===== src/rtl/msp430_pkg.sv =====
// Shared MSP430X writeback definitions: SR bit positions, special register
// numbers, the writeback state encoding and the destination width rule.
package msp430_pkg;

  localparam int SR_C   = 0;
  localparam int SR_Z   = 1;
  localparam int SR_N   = 2;
  localparam int SR_GIE = 3;
  localparam int SR_V   = 8;

  localparam logic [3:0] REG_PC = 4'd0;
  localparam logic [3:0] REG_SR = 4'd2;
  localparam logic [3:0] REG_CG = 4'd3;

  typedef enum logic [1:0] {
    ST_IDLE,
    ST_WR_REG,
    ST_MEM_WR,
    ST_DONE
  } wb_state_t;

  // Byte ops keep the low byte, address-word ops keep all 20 bits, word ops 16.
  function automatic logic [19:0] width_rule(input logic [19:0] r,
                                             input logic bw,
                                             input logic aw);
    if (bw)
      return {12'h000, r[7:0]};
    else if (aw)
      return r;
    else
      return {4'h0, r[15:0]};
  endfunction

endpackage


===== src/rtl/ex_writeback_if.sv =====
// Memory store bus between the writeback stage (master) and the data memory (slave).
interface ex_writeback_if;

  logic        mem_wr;
  logic [19:0] mem_addr;
  logic [15:0] mem_wdata;
  logic        mem_bw;
  logic        mem_ready;

  modport master (
    output mem_wr,
    output mem_addr,
    output mem_wdata,
    output mem_bw,
    input  mem_ready
  );

  modport slave (
    input  mem_wr,
    input  mem_addr,
    input  mem_wdata,
    input  mem_bw,
    output mem_ready
  );

endinterface


===== src/rtl/wb_store_fsm.sv =====
// Store handshake for the writeback stage: holds the request until mem_ready,
// reports completion through DONE, or aborts with bus_err after MEM_TIMEOUT cycles.
module wb_store_fsm
  import msp430_pkg::*;
#(
  parameter int MEM_TIMEOUT = 16
) (
  input  logic                 MCLK,
  input  logic                 reset,
  input  logic                 start,
  input  logic [19:0]          addr,
  input  logic [15:0]          wdata,
  input  logic                 bw,
  ex_writeback_if.master       mem,
  output logic                 busy,
  output logic                 done,
  output logic                 bus_err
);

  localparam int CNT_W = (MEM_TIMEOUT > 1) ? $clog2(MEM_TIMEOUT) : 1;
  localparam logic [CNT_W-1:0] CNT_LAST = CNT_W'(MEM_TIMEOUT - 1);

  wb_state_t        state_reg, state_next;
  logic [CNT_W-1:0] cnt_reg, cnt_next;
  logic             mem_wr_reg, mem_wr_next;
  logic [19:0]      addr_reg, addr_next;
  logic [15:0]      wdata_reg, wdata_next;
  logic             bw_reg, bw_next;
  logic             bus_err_reg, bus_err_next;

  always_ff @(posedge MCLK) begin
    if (reset) begin
      state_reg   <= ST_IDLE;
      cnt_reg     <= '0;
      mem_wr_reg  <= 1'b0;
      addr_reg    <= '0;
      wdata_reg   <= '0;
      bw_reg      <= 1'b0;
      bus_err_reg <= 1'b0;
    end else begin
      state_reg   <= state_next;
      cnt_reg     <= cnt_next;
      mem_wr_reg  <= mem_wr_next;
      addr_reg    <= addr_next;
      wdata_reg   <= wdata_next;
      bw_reg      <= bw_next;
      bus_err_reg <= bus_err_next;
    end
  end

  always_comb begin
    state_next   = state_reg;
    cnt_next     = cnt_reg;
    mem_wr_next  = mem_wr_reg;
    addr_next    = addr_reg;
    wdata_next   = wdata_reg;
    bw_next      = bw_reg;
    bus_err_next = 1'b0;
    case (state_reg)
      ST_IDLE: begin
        if (start) begin
          state_next  = ST_MEM_WR;
          cnt_next    = '0;
          mem_wr_next = 1'b1;
          // Word stores are forced onto an even address.
          addr_next   = {addr[19:1], addr[0] & bw};
          wdata_next  = wdata;
          bw_next     = bw;
        end
      end
      ST_MEM_WR: begin
        if (mem.mem_ready) begin
          state_next  = ST_DONE;
          mem_wr_next = 1'b0;
        end else if (cnt_reg == CNT_LAST) begin
          state_next   = ST_IDLE;
          mem_wr_next  = 1'b0;
          bus_err_next = 1'b1;
        end else begin
          cnt_next = cnt_reg + CNT_W'(1);
        end
      end
      ST_DONE:  state_next = ST_IDLE;
      default:  state_next = ST_IDLE;
    endcase
  end

  assign mem.mem_wr    = mem_wr_reg;
  assign mem.mem_addr  = addr_reg;
  assign mem.mem_wdata = wdata_reg;
  assign mem.mem_bw    = bw_reg;

  assign busy    = (state_reg != ST_IDLE);
  assign done    = (state_reg == ST_DONE);
  assign bus_err = bus_err_reg;

endmodule


===== src/rtl/ex_writeback.sv =====
// Execute-stage commit: captures ALU result and flags, owns SR, and commits the
// result to the register file or, via wb_store_fsm, to memory.
module ex_writeback
  import msp430_pkg::*;
#(
  parameter int          MEM_TIMEOUT = 16,
  parameter logic [15:0] SR_RESET    = 16'h0000
) (
  input  logic           MCLK,
  input  logic           reset,
  input  logic           wb_valid,
  output logic           wb_ready,
  input  logic [19:0]    result,
  input  logic           c_in,
  input  logic           v_in,
  input  logic           n_in,
  input  logic           z_in,
  input  logic           upd_flags,
  input  logic           dst_wr,
  input  logic           bw,
  input  logic           aw,
  input  logic           dst_is_reg,
  input  logic [3:0]     dst_reg,
  input  logic [19:0]    dst_addr,
  output logic           rf_we,
  output logic [3:0]     rf_waddr,
  output logic [19:0]    rf_wdata,
  ex_writeback_if.master mem,
  input  logic           sr_ld,
  input  logic [15:0]    sr_din,
  output logic [15:0]    sr,
  output logic           pc_load,
  output logic           done,
  output logic           bus_err
);

  wb_state_t   state_reg, state_next;
  logic [15:0] sr_reg, sr_next;
  logic        rf_we_reg, pc_load_reg;
  logic [3:0]  rf_waddr_reg;
  logic [19:0] rf_wdata_reg;
  logic [19:0] data_w;
  logic        accept, store_busy, store_done, store_start;
  logic        reg_path, reg_wr, r2_wr, pc_wr;

  assign wb_ready    = (state_reg == ST_IDLE) && !store_busy;
  assign accept      = wb_valid && wb_ready;
  assign data_w      = width_rule(result, bw, aw);
  assign reg_path    = accept && dst_wr && dst_is_reg;
  assign reg_wr      = reg_path && (dst_reg != REG_CG);
  assign r2_wr       = reg_path && (dst_reg == REG_SR);
  assign pc_wr       = reg_path && (dst_reg == REG_PC);
  assign store_start = accept && dst_wr && !dst_is_reg;

  always_ff @(posedge MCLK) begin
    if (reset)
      state_reg <= ST_IDLE;
    else
      state_reg <= state_next;
  end

  // Stores are sequenced by wb_store_fsm; this FSM only covers the register/flag path.
  always_comb begin
    state_next = state_reg;
    case (state_reg)
      ST_IDLE:   if (accept && !store_start) state_next = ST_WR_REG;
      ST_WR_REG: state_next = ST_IDLE;
      default:   state_next = ST_IDLE;
    endcase
  end

  always_ff @(posedge MCLK) begin
    if (reset) begin
      rf_we_reg    <= 1'b0;
      pc_load_reg  <= 1'b0;
      rf_waddr_reg <= '0;
      rf_wdata_reg <= '0;
    end else begin
      rf_we_reg   <= reg_wr;
      pc_load_reg <= pc_wr;
      if (reg_wr) begin
        rf_waddr_reg <= dst_reg;
        rf_wdata_reg <= pc_wr ? {data_w[19:1], 1'b0} : data_w;
      end
    end
  end

  // External load beats an R2 data write, which beats the ALU flag update.
  always_comb begin
    sr_next = sr_reg;
    if (sr_ld) begin
      sr_next = sr_din;
    end else if (r2_wr) begin
      sr_next = data_w[15:0];
    end else if (accept && upd_flags) begin
      sr_next[SR_C] = c_in;
      sr_next[SR_Z] = z_in;
      sr_next[SR_N] = n_in;
      sr_next[SR_V] = v_in;
    end
  end

  always_ff @(posedge MCLK) begin
    if (reset)
      sr_reg <= SR_RESET;
    else
      sr_reg <= sr_next;
  end

  wb_store_fsm #(
    .MEM_TIMEOUT(MEM_TIMEOUT)
  ) u_store (
    .MCLK    (MCLK),
    .reset   (reset),
    .start   (store_start),
    .addr    (dst_addr),
    .wdata   (data_w[15:0]),
    .bw      (bw),
    .mem     (mem),
    .busy    (store_busy),
    .done    (store_done),
    .bus_err (bus_err)
  );

  assign rf_we    = rf_we_reg;
  assign rf_waddr = rf_waddr_reg;
  assign rf_wdata = rf_wdata_reg;
  assign pc_load  = pc_load_reg;
  assign sr       = sr_reg;
  assign done     = (state_reg == ST_WR_REG) || store_done;

endmodule


===== src/flat_wrapper.sv =====
// flat-port wrapper written by rule: the top's interface ports become plain ports
module ex_writeback_flat import msp430_pkg::*;
#(
  parameter int          MEM_TIMEOUT = 16,
  parameter logic [15:0] SR_RESET    = 16'h0000
)
  (MCLK, reset, wb_valid, wb_ready, result, c_in, v_in, n_in, z_in, upd_flags, dst_wr, bw, aw, dst_is_reg, dst_reg, dst_addr, rf_we, rf_waddr, rf_wdata, sr_ld, sr_din, sr, pc_load, done, bus_err, mem_mem_wr, mem_mem_addr, mem_mem_wdata, mem_mem_bw, mem_mem_ready);
  ex_writeback_if mem_i ();
  input  logic MCLK;
  input  logic reset;
  input  logic wb_valid;
  output logic wb_ready;
  input  logic [19:0] result;
  input  logic c_in;
  input  logic v_in;
  input  logic n_in;
  input  logic z_in;
  input  logic upd_flags;
  input  logic dst_wr;
  input  logic bw;
  input  logic aw;
  input  logic dst_is_reg;
  input  logic [3:0] dst_reg;
  input  logic [19:0] dst_addr;
  output logic rf_we;
  output logic [3:0] rf_waddr;
  output logic [19:0] rf_wdata;
  input  logic sr_ld;
  input  logic [15:0] sr_din;
  output logic [15:0] sr;
  output logic pc_load;
  output logic done;
  output logic bus_err;
  output wire logic [$bits(mem_i.mem_wr)-1:0] mem_mem_wr;
  output wire logic [$bits(mem_i.mem_addr)-1:0] mem_mem_addr;
  output wire logic [$bits(mem_i.mem_wdata)-1:0] mem_mem_wdata;
  output wire logic [$bits(mem_i.mem_bw)-1:0] mem_mem_bw;
  input wire logic [$bits(mem_i.mem_ready)-1:0] mem_mem_ready;
  assign mem_mem_wr = mem_i.mem_wr;
  assign mem_mem_addr = mem_i.mem_addr;
  assign mem_mem_wdata = mem_i.mem_wdata;
  assign mem_mem_bw = mem_i.mem_bw;
  assign mem_i.mem_ready = mem_mem_ready;
  ex_writeback #(.MEM_TIMEOUT(MEM_TIMEOUT), .SR_RESET(SR_RESET)) u_core (.MCLK(MCLK), .reset(reset), .wb_valid(wb_valid), .wb_ready(wb_ready), .result(result), .c_in(c_in), .v_in(v_in), .n_in(n_in), .z_in(z_in), .upd_flags(upd_flags), .dst_wr(dst_wr), .bw(bw), .aw(aw), .dst_is_reg(dst_is_reg), .dst_reg(dst_reg), .dst_addr(dst_addr), .rf_we(rf_we), .rf_waddr(rf_waddr), .rf_wdata(rf_wdata), .mem(mem_i), .sr_ld(sr_ld), .sr_din(sr_din), .sr(sr), .pc_load(pc_load), .done(done), .bus_err(bus_err));
endmodule

===== config.mk =====
export PLATFORM = sky130hd
export DESIGN_NAME = ex_writeback_flat
export DESIGN_NICKNAME = d
export VERILOG_FILES = /design/src/rtl/msp430_pkg.sv /design/src/rtl/ex_writeback_if.sv /design/src/rtl/wb_store_fsm.sv /design/src/rtl/ex_writeback.sv /design/src/flat_wrapper.sv
export SDC_FILE = /design/constraint.sdc
export NUM_CORES = 1
export LEC_CHECK = 0
export CAP_MARGIN = 20
export CORE_MARGIN = 3
export CORE_UTILIZATION = 40
export CTS_CLUSTER_DIAMETER = 120
export DETAILED_ROUTE_END_ITERATION = 8
export PLACE_DENSITY = 0.77
export SETUP_SLACK_MARGIN = 0.4
export SLEW_MARGIN = 10
export SYNTH_ARGS = -nofsm -noshare
export SYNTH_HDL_FRONTEND = slang
export SYNTH_SLANG_ARGS = --single-unit

===== constraint.sdc =====
create_clock -name MCLK -period 2.31 [get_ports MCLK]
set_clock_uncertainty 0.15 [all_clocks]
set_input_delay 0.462 -clock MCLK [delete_from_list [all_inputs] [get_ports MCLK]]
set_output_delay 0.462 -clock MCLK [all_outputs]
set_load 0.01 [all_outputs]

==> results.md, run 1 <==
- Post-Synth Adder-Cell Area: 0.00365
- Async SR Flop Fraction: 0
- Total CTS buffers: 9
- Rows: 33
- TritonCTS clock tree: yes
- P&R area growth vs syn: 80.0%
- Synth top cells by count: 129 x nand2_1, 88 x dfxtp_1, 64 x a21oi_1, 18 x clkbuf_1, 15 x inv_1
- WS Path Type: reg2reg
- Most used cell, CP: buf_6
- Total Nets Final: approximately 700
- Skew-Pair Late Insertion Delay: approximately 0.35 ns
- Die width: between 90 and 100 µm
- TritonRoute pass-1 iters: 5
- Minimum clock period: between 2 and 2.5 ns
- Core ar.: 8260 µm²
- Most frequent cell after synthesis: nand2_1
- Routed len/inst: approximately 18 µm
- Register area: approximately 1800 µm²
- Tot GR Track Use: 0.240
- Cells after DPL: 680
- CP startpoint kind: flop
- Yosys top cell by area: dfxtp_1
- Min-Delay Path Class: reg2reg
- Final Max Slew Viols: 0
- Grt total ovfl: 0
- Synthesized area: ~3400 µm²
- WP data arrival: roughly 2.1 ns
- Antenna Diode Count: 0
- Crit path max-delay family: simple AND/OR/NAND/NOR gates
- Worst-margin pin slew: 0.526 ns
- CP Cell Sequence: or4b_4 > buf_6 > nor3_4 > buf_6 > buf_12 > clkbuf_16 > nand2_4 > a21oi_2
- Max Clock Freq: between 400 and 500 MHz
- Die height: around 100 µm
- Fin. Hold Viols: 0
- Vias/cell: approximately 5.3
- Pwr/cell area: about 520 nW/µm²
- Syn Area/Cell: 8.14 µm²
- Fin crit share: 0.868
- RSZ-0062 raised after global routing: yes
- Mux cell area share after synthesis: 0
- Bufs and invs on worst path: 4
- Status: completed
- Critical Path RT: 2.44 ns
- Vias in the first global route: about 3700
- CTS root buffer: clkbuf_8
- Proportion of synthesized chip area in sequential cells: 0.514
- Initial antenna violation count: 0
- DP HPWL: between 7000 and 8000 µm
- Final WL: between 10000 and 15000 µm
- Worst VDD drop: between 0.0003 and 0.0004 V
- Pre-CTS setup slack: -0.154 ns
- Synth Area in Compound Gates: 0.178
- Hold Slack: slightly above 0.3 ns
- CTS sink cnt: 88
- CP Capture Type: flop
- Worst-path clk slew: approximately 0.09 ns
- Post-synthesis xor/xnor area fraction: 0.00767
- Distinct cells, synth: 41
- H-tree depth: 3
- Count of warnings emitted by yosys: 0
- Critical path's largest stage delay: around 0.55 ns
- I/O Pins: around 160
- Non-filler instance count after layout: between 700 and 800
- Placed Area: 5270 µm²
- Synth top area cells: dfxtp_1 51%, nand2_1 14%, a21oi_1 9.3%
- Final instance area: 6170 µm²
- Simple-Gate Fraction of Synth Area: 0.241
- Crit-path slowest cell: or4b_4
- Slew margin rel.: 0.648
- DRT antenna net count: 0
- Number of synthesized flops with an enable pin: 0
- Largest net degree at the start of global routing: 40
- Port bufs: roughly 160
- Leakage: 0.00251 µW
- Synth top area share: 0.514
- FILL cells: 588
- Initial core utilization: 0.415
- Top fanout value on the critical path: 5
- Top_reg_cell synth: dfxtp_1
- DRC viols: 0
- Mapped Nets: between 400 and 500
- Final worst slack: 0.305 ns
- Vias: about 3800
- Post-synthesis register bit count: just under 90
- Layout Utilization: 0.747
- Die ar.: 9710 µm²
- Final setup vio count: 0
- Max-cap violations: 0
- First-pass GRT wire length: between 15000 and 20000 µm
- Multi-input gate area in the final layout: 1810 µm²
- CTS max path bufs: 2
- Mapped Cells: between 400 and 500
- RePlAce Congestion: about 0.85
- 1st-iter DRT viols: about 200
- Combinational family with the most area after synthesis: simple AND/OR/NAND/NOR gates
- Layout cells sized above 1: 0.221
-- layout make-up --
type	instances	share of cell area
well taps	105	0.0213
flip-flops and latches	88	0.287
clock inverters	5	0.00811
repair buffers	205	0.362
inverters	15	0.00913
clock buffers	9	0.0201
multi-input cells	292	0.293
-- worst paths after layout --
kind                                                  startpoint                          endpoint  slack [ns]  depth (start not counted)
worst max-delay path                         u_core.state_reg[0]   u_core.u_store.mem.mem_addr[11]        0.30                          8
worst min-delay path            u_core.u_store.mem.mem_wdata[11]  u_core.u_store.mem.mem_wdata[11]        0.31                          2
worst max register to register               u_core.state_reg[0]   u_core.u_store.mem.mem_addr[11]        0.30                          8
worst min register to register  u_core.u_store.mem.mem_wdata[11]  u_core.u_store.mem.mem_wdata[11]        0.31                          2
-- tightest hold or removal path, delay by kind of cell, from the launching register on --
family / cells / cell delay [ns]
compound gates: 1 / 0.05
simple gates: 1 / 0.05
flops: 1 / 0.32
-- per-layer routing --
layer,track usage,part of all wire,vias up
li1,-,-,1822
met2,0.407,0.49,178
met3,0.0821,0.094,25
met4,0.0704,0.018,0
met1,0.289,0.40,1806
met5,0,0,-
-- power breakdown --
part	internal, µW	total, µW	switching (µW)
Combinational	348	624	276
Sequential	1570	1600	33.4
Clock	481	1000	519
-- metrics by stage --
| step | total power [µW] | TNS [ns] |
|---|---|---|
| 2_1_floorplan | 1820 | 0 |
| 3_3_place_gp | 2130 | -5.03 |
| 3_5_place_dp | 2140 | -7.09 |
| 4_1_cts | 3190 | 0 |
| 5_1_grt | 3350 | 0 |
| 6_report | 3230 | 0 |
-- cells by family (layout without fill, tap and decap cells) --
kind of cell / count (synthesis) / in the layout
buf+inv: 44 / 234
flops: 88 / 88
compound gates: 100 / 100
simple gates: 185 / 188
xor+xnor: 3 / 3
fa+ha+maj: 1 / 1
-- cells in the final DEF (no fill, tap or decap), types with 5 or more instances in the layout --
cell type	Yosys	routed
a311oi_1	7	7
nor3_1	6	6
buf_6	1	11
nand2_4	0	10
nand2_1	129	104
buf_4	2	22
nor2b_1	8	8
a221oi_1	5	5
a21oi_2	0	27
dlymetal6s2s_1	0	13
buf_16	0	5
nor2_1	12	11
nand2_2	0	15
buf_12	0	8
inv_1	15	15
clkdlybuf4s50_1	0	137
nand3_1	8	8
clkbuf_8	0	9
a211oi_1	5	5
a21oi_1	64	37
dfxtp_1	88	85
-- timing repair --
| item | CTS | global route |
|---|---|---|
| hold buffers | 0 | 0 |
| gates resized for setup | 41 | 80 |
| setup endpoints to repair | 81 | 92 |
| buffers inserted | 11 | 3 |
| pin swaps | 33 | 42 |
| gates cloned | 9 | 2 |
Power figures use the tool's default switching activity.
==> run 2: changes to the inputs <==
--- a/constraint.sdc
+++ b/constraint.sdc
@@ -3,3 +3,3 @@
 set_input_delay 0.462 -clock MCLK [delete_from_list [all_inputs] [get_ports MCLK]]
 set_output_delay 0.462 -clock MCLK [all_outputs]
-set_load 0.01 [all_outputs]
+set_load 0.05 [all_outputs]
==> run 2 against run 1 <==
Against the previous run:
- first-iteration DRC count shrank 44%
- critical path type unchanged
- clock power grew 18%
- critical endpoint is now u_core.rf_wdata[2]
- sequential power is essentially flat
- global-route usage shrank 1.2 points
- register-to-register slack gained 0.03 ns
- worst hold slack lost 0.0022 ns
- critical path depth shrank 4
- count of clock-buffer cells in the layout grew 1
==> results.md, run 2 (synthesis results as in run 1) <==
- Layout cells sized above 1: 0.232 (+0.0100)
- Final setup vio count: 0 (unchanged)
- Die width: 98.6 µm (unchanged)
- Final Max Slew Viols: 0 (unchanged)
- CTS max path bufs: 2 (unchanged)
- Worst-path clk slew: 0.09 ns (about the same)
- WS Path Type: reg2reg
- Cells after DPL: 679 (-0.15%)
- Vias/cell: 5.17 (-3.0%)
- P&R area growth vs syn: 77.9%
- R2R Setup Slk: 0.33 ns (+0.03 ns)
- Comb pwr share: 0.213 (+0.020)
- Total Nets Final: 679 (-1.0%)
- RePlAce Congestion: 0.822 (-3.4%)
- Vias: 3691 (-3.7%)
- DP HPWL: 7720 µm (-2.3%)
- Final WL: 11900 µm (-6.6%)
- CP Capture Type: flop
- Worst Reg-to-Reg Cells: 4 (-4)
- Critical Path RT: 2.39 ns (-0.05 ns)
- Most frequent cells in the layout: 103 x nand2_1, 85 x dfxtp_1, 78 x dlygate4sd2_1
- Core ar.: 8260 µm² (unchanged)
- WP data arrival: 2.06 ns (-0.07 ns)
- Power, Total: 3530 µW (+9.3%)
- RSZ-0062 raised after global routing: yes
- Initial core utilization: 0.415 (unchanged)
- Hold buffers post-CTS: 0 (unchanged)
- Internal Pwr Total: 2500 µW (+4.2%)
- Vias in the first global route: 3647 (-1.7%)
- Total CTS buffers: 9 (unchanged)
- H-tree depth: 3 (unchanged)
- Grt total ovfl: 0 (unchanged)
- Clock share of power: 0.333 (+0.023)
- Minimum clock period: 1.98 ns (-0.0251 ns)
- DRC viols: 0 (unchanged)
- Worst r2r src: u_core.state_reg[0]
- Leakage: 0.00273 µW (+8.7%)
- TritonRoute pass-1 iters: 4 (-1)
- Hold EP: u_core.sr[1]
- Slew margin rel.: 0.607 (-0.0419)
- Max Clock Freq: 505 MHz (+1.3%)
- Largest net degree at the start of global routing: 42 (+5.0%)
- Worst VDD drop: 0.000452 V (+27%)
- CTS sink cnt: 88 (unchanged)
- Psw: 1030 µW (+24%)
- Hold path cells: 2 (unchanged)
- Worst-margin pin slew: 0.590 ns (+0.0645 ns)
- Hold_sp: u_core.sr[1]
- Pwr/cell area: 578 nW/µm² (+11%)
- DRT antenna net count: 0 (unchanged)
- Die ar.: 9710 µm² (unchanged)
- Status: completed
- Net switching share of the total power: 0.291 (+0.0346)
- First-pass GRT wire length: 18000 µm (-4.3%)
- Skew-Pair Late Insertion Delay: 0.35 ns (about the same)
- Non-filler instance count after layout: 714 (-0.70%)
- CP startpoint kind: flop
- CTS root buffer: clkbuf_8
- Top fanout value on the critical path: 19 (+14)
- TritonCTS clock tree: yes
- I/O Pins: 157 (unchanged)
- 1st-iter DRT viols: 116 (-44%)
- Fin crit share: 0.857 (-0.0109)
- Setup TNS: 0 ns (unchanged)
- Min-Delay Path Class: reg2reg
- Routed len/inst: 16.6 µm (-6.0%)
- Tot GR Track Use: 0.228 (-0.0117)
- Fin. Hold Viols: 0 (unchanged)
- Max-cap violations: 0 (unchanged)
- Commonest non-fill, non-tap cell in the layout: nand2_1
- Critical R2R Capture: u_core.rf_wdata[2]
- Seq pwr share: 0.453 (-0.044)
- Die height: 98.6 µm (unchanged)
- Initial antenna violation count: 0 (unchanged)
- Rows: 33 (unchanged)
- Port bufs: 156 (unchanged)
- Antenna Diode Count: 0 (unchanged)
## run 2: cell count changes in the layout (fill, tap and decap cells not counted), moves of 4 or more
cell and delta:
clkdlybuf4s15_1 +6, dlygate4sd2_1 +74, buf_6 -4, dlymetal6s2s_1 -12, clkinv_2 -4, nand2_4 +12
nand2_2 -11, clkdlybuf4s50_1 -70
## run 2: power groups by stage
stage	sequential [µW]	combinational (µW)	clock (µW)
2_1_floorplan	1810	173	0
3_3_place_gp	1630	659	0
3_5_place_dp	1640	664	0
4_1_cts	1600	699	1200
5_1_grt	1600	796	1260
6_report	1600	753	1180
## run 2: worst max path at each step
stage | start | to | cells after the start | slack (ns)
2_1_floorplan | wb_valid | u_core.rf_wdata[10] | 6 | 0.29
3_3_place_gp | wb_valid | u_core.rf_wdata[8] | 5 | -0.11
3_5_place_dp | wb_valid | u_core.u_store.mem.mem_addr[0] | 7 | -0.15
4_1_cts | u_core.u_store.state_reg[1] | u_core.u_store.mem.mem_wdata[11] | 8 | 0.30
5_1_grt | u_core.state_reg[0] | u_core.u_store.mem.mem_addr[0] | 8 | 0.24
6_report | u_core.state_reg[0] | u_core.rf_wdata[2] | 4 | 0.33
## run 2: what timing repair did
action	CTS	global route
cloned	5	4
buffers inserted	9	1
endpoints found under the setup margin	163	90
resized for setup	137	69
pin swaps	24	47
## run 2: cell type report
| class | count | area (µm²) |
|---|---|---|
| Fill cell | 608 | 2160 |
| Timing Repair Buffer | 201 | 2060 |
| Multi-Input combinational cell | 289 | 1860 |
| Sequential cell | 88 | 1770 |
| Tap cell | 105 | 131 |
| Clock buffer | 10 | 128 |
| Clock inverter | 6 | 92.6 |
| Inverter | 15 | 56.3 |
## run 2: critical path: stages (launching register included)
cell	delay (ns)
dfxtp_4	0.35
or4b_4	0.55
or4_4	0.62
nand2_1	0.13
a21oi_2	0.06
## run 2: metrics by stage
step / cell area [µm²] / utilization / hold slack [ns] / worst slack [ns]
after floorplan: 3440 / - / 0.302 / 0.291
after global placement: 5250 / 0.635 / 0.287 / -0.114
after detailed placement: 5250 / 0.635 / 0.295 / -0.150
after CTS: 5750 / 0.696 / 0.306 / 0.304
after global routing: 6100 / 0.738 / 0.319 / 0.244
final: 6100 / 0.738 / 0.308 / 0.330
## run 2: layer usage
layer	global-route usage	routed length, µm	vias up
met1	0.285	4980	1740
met5	0	0	-
met4	0.0672	160	0
met3	0.0842	1010	15
li1	-	-	1798
met2	0.370	5710	138
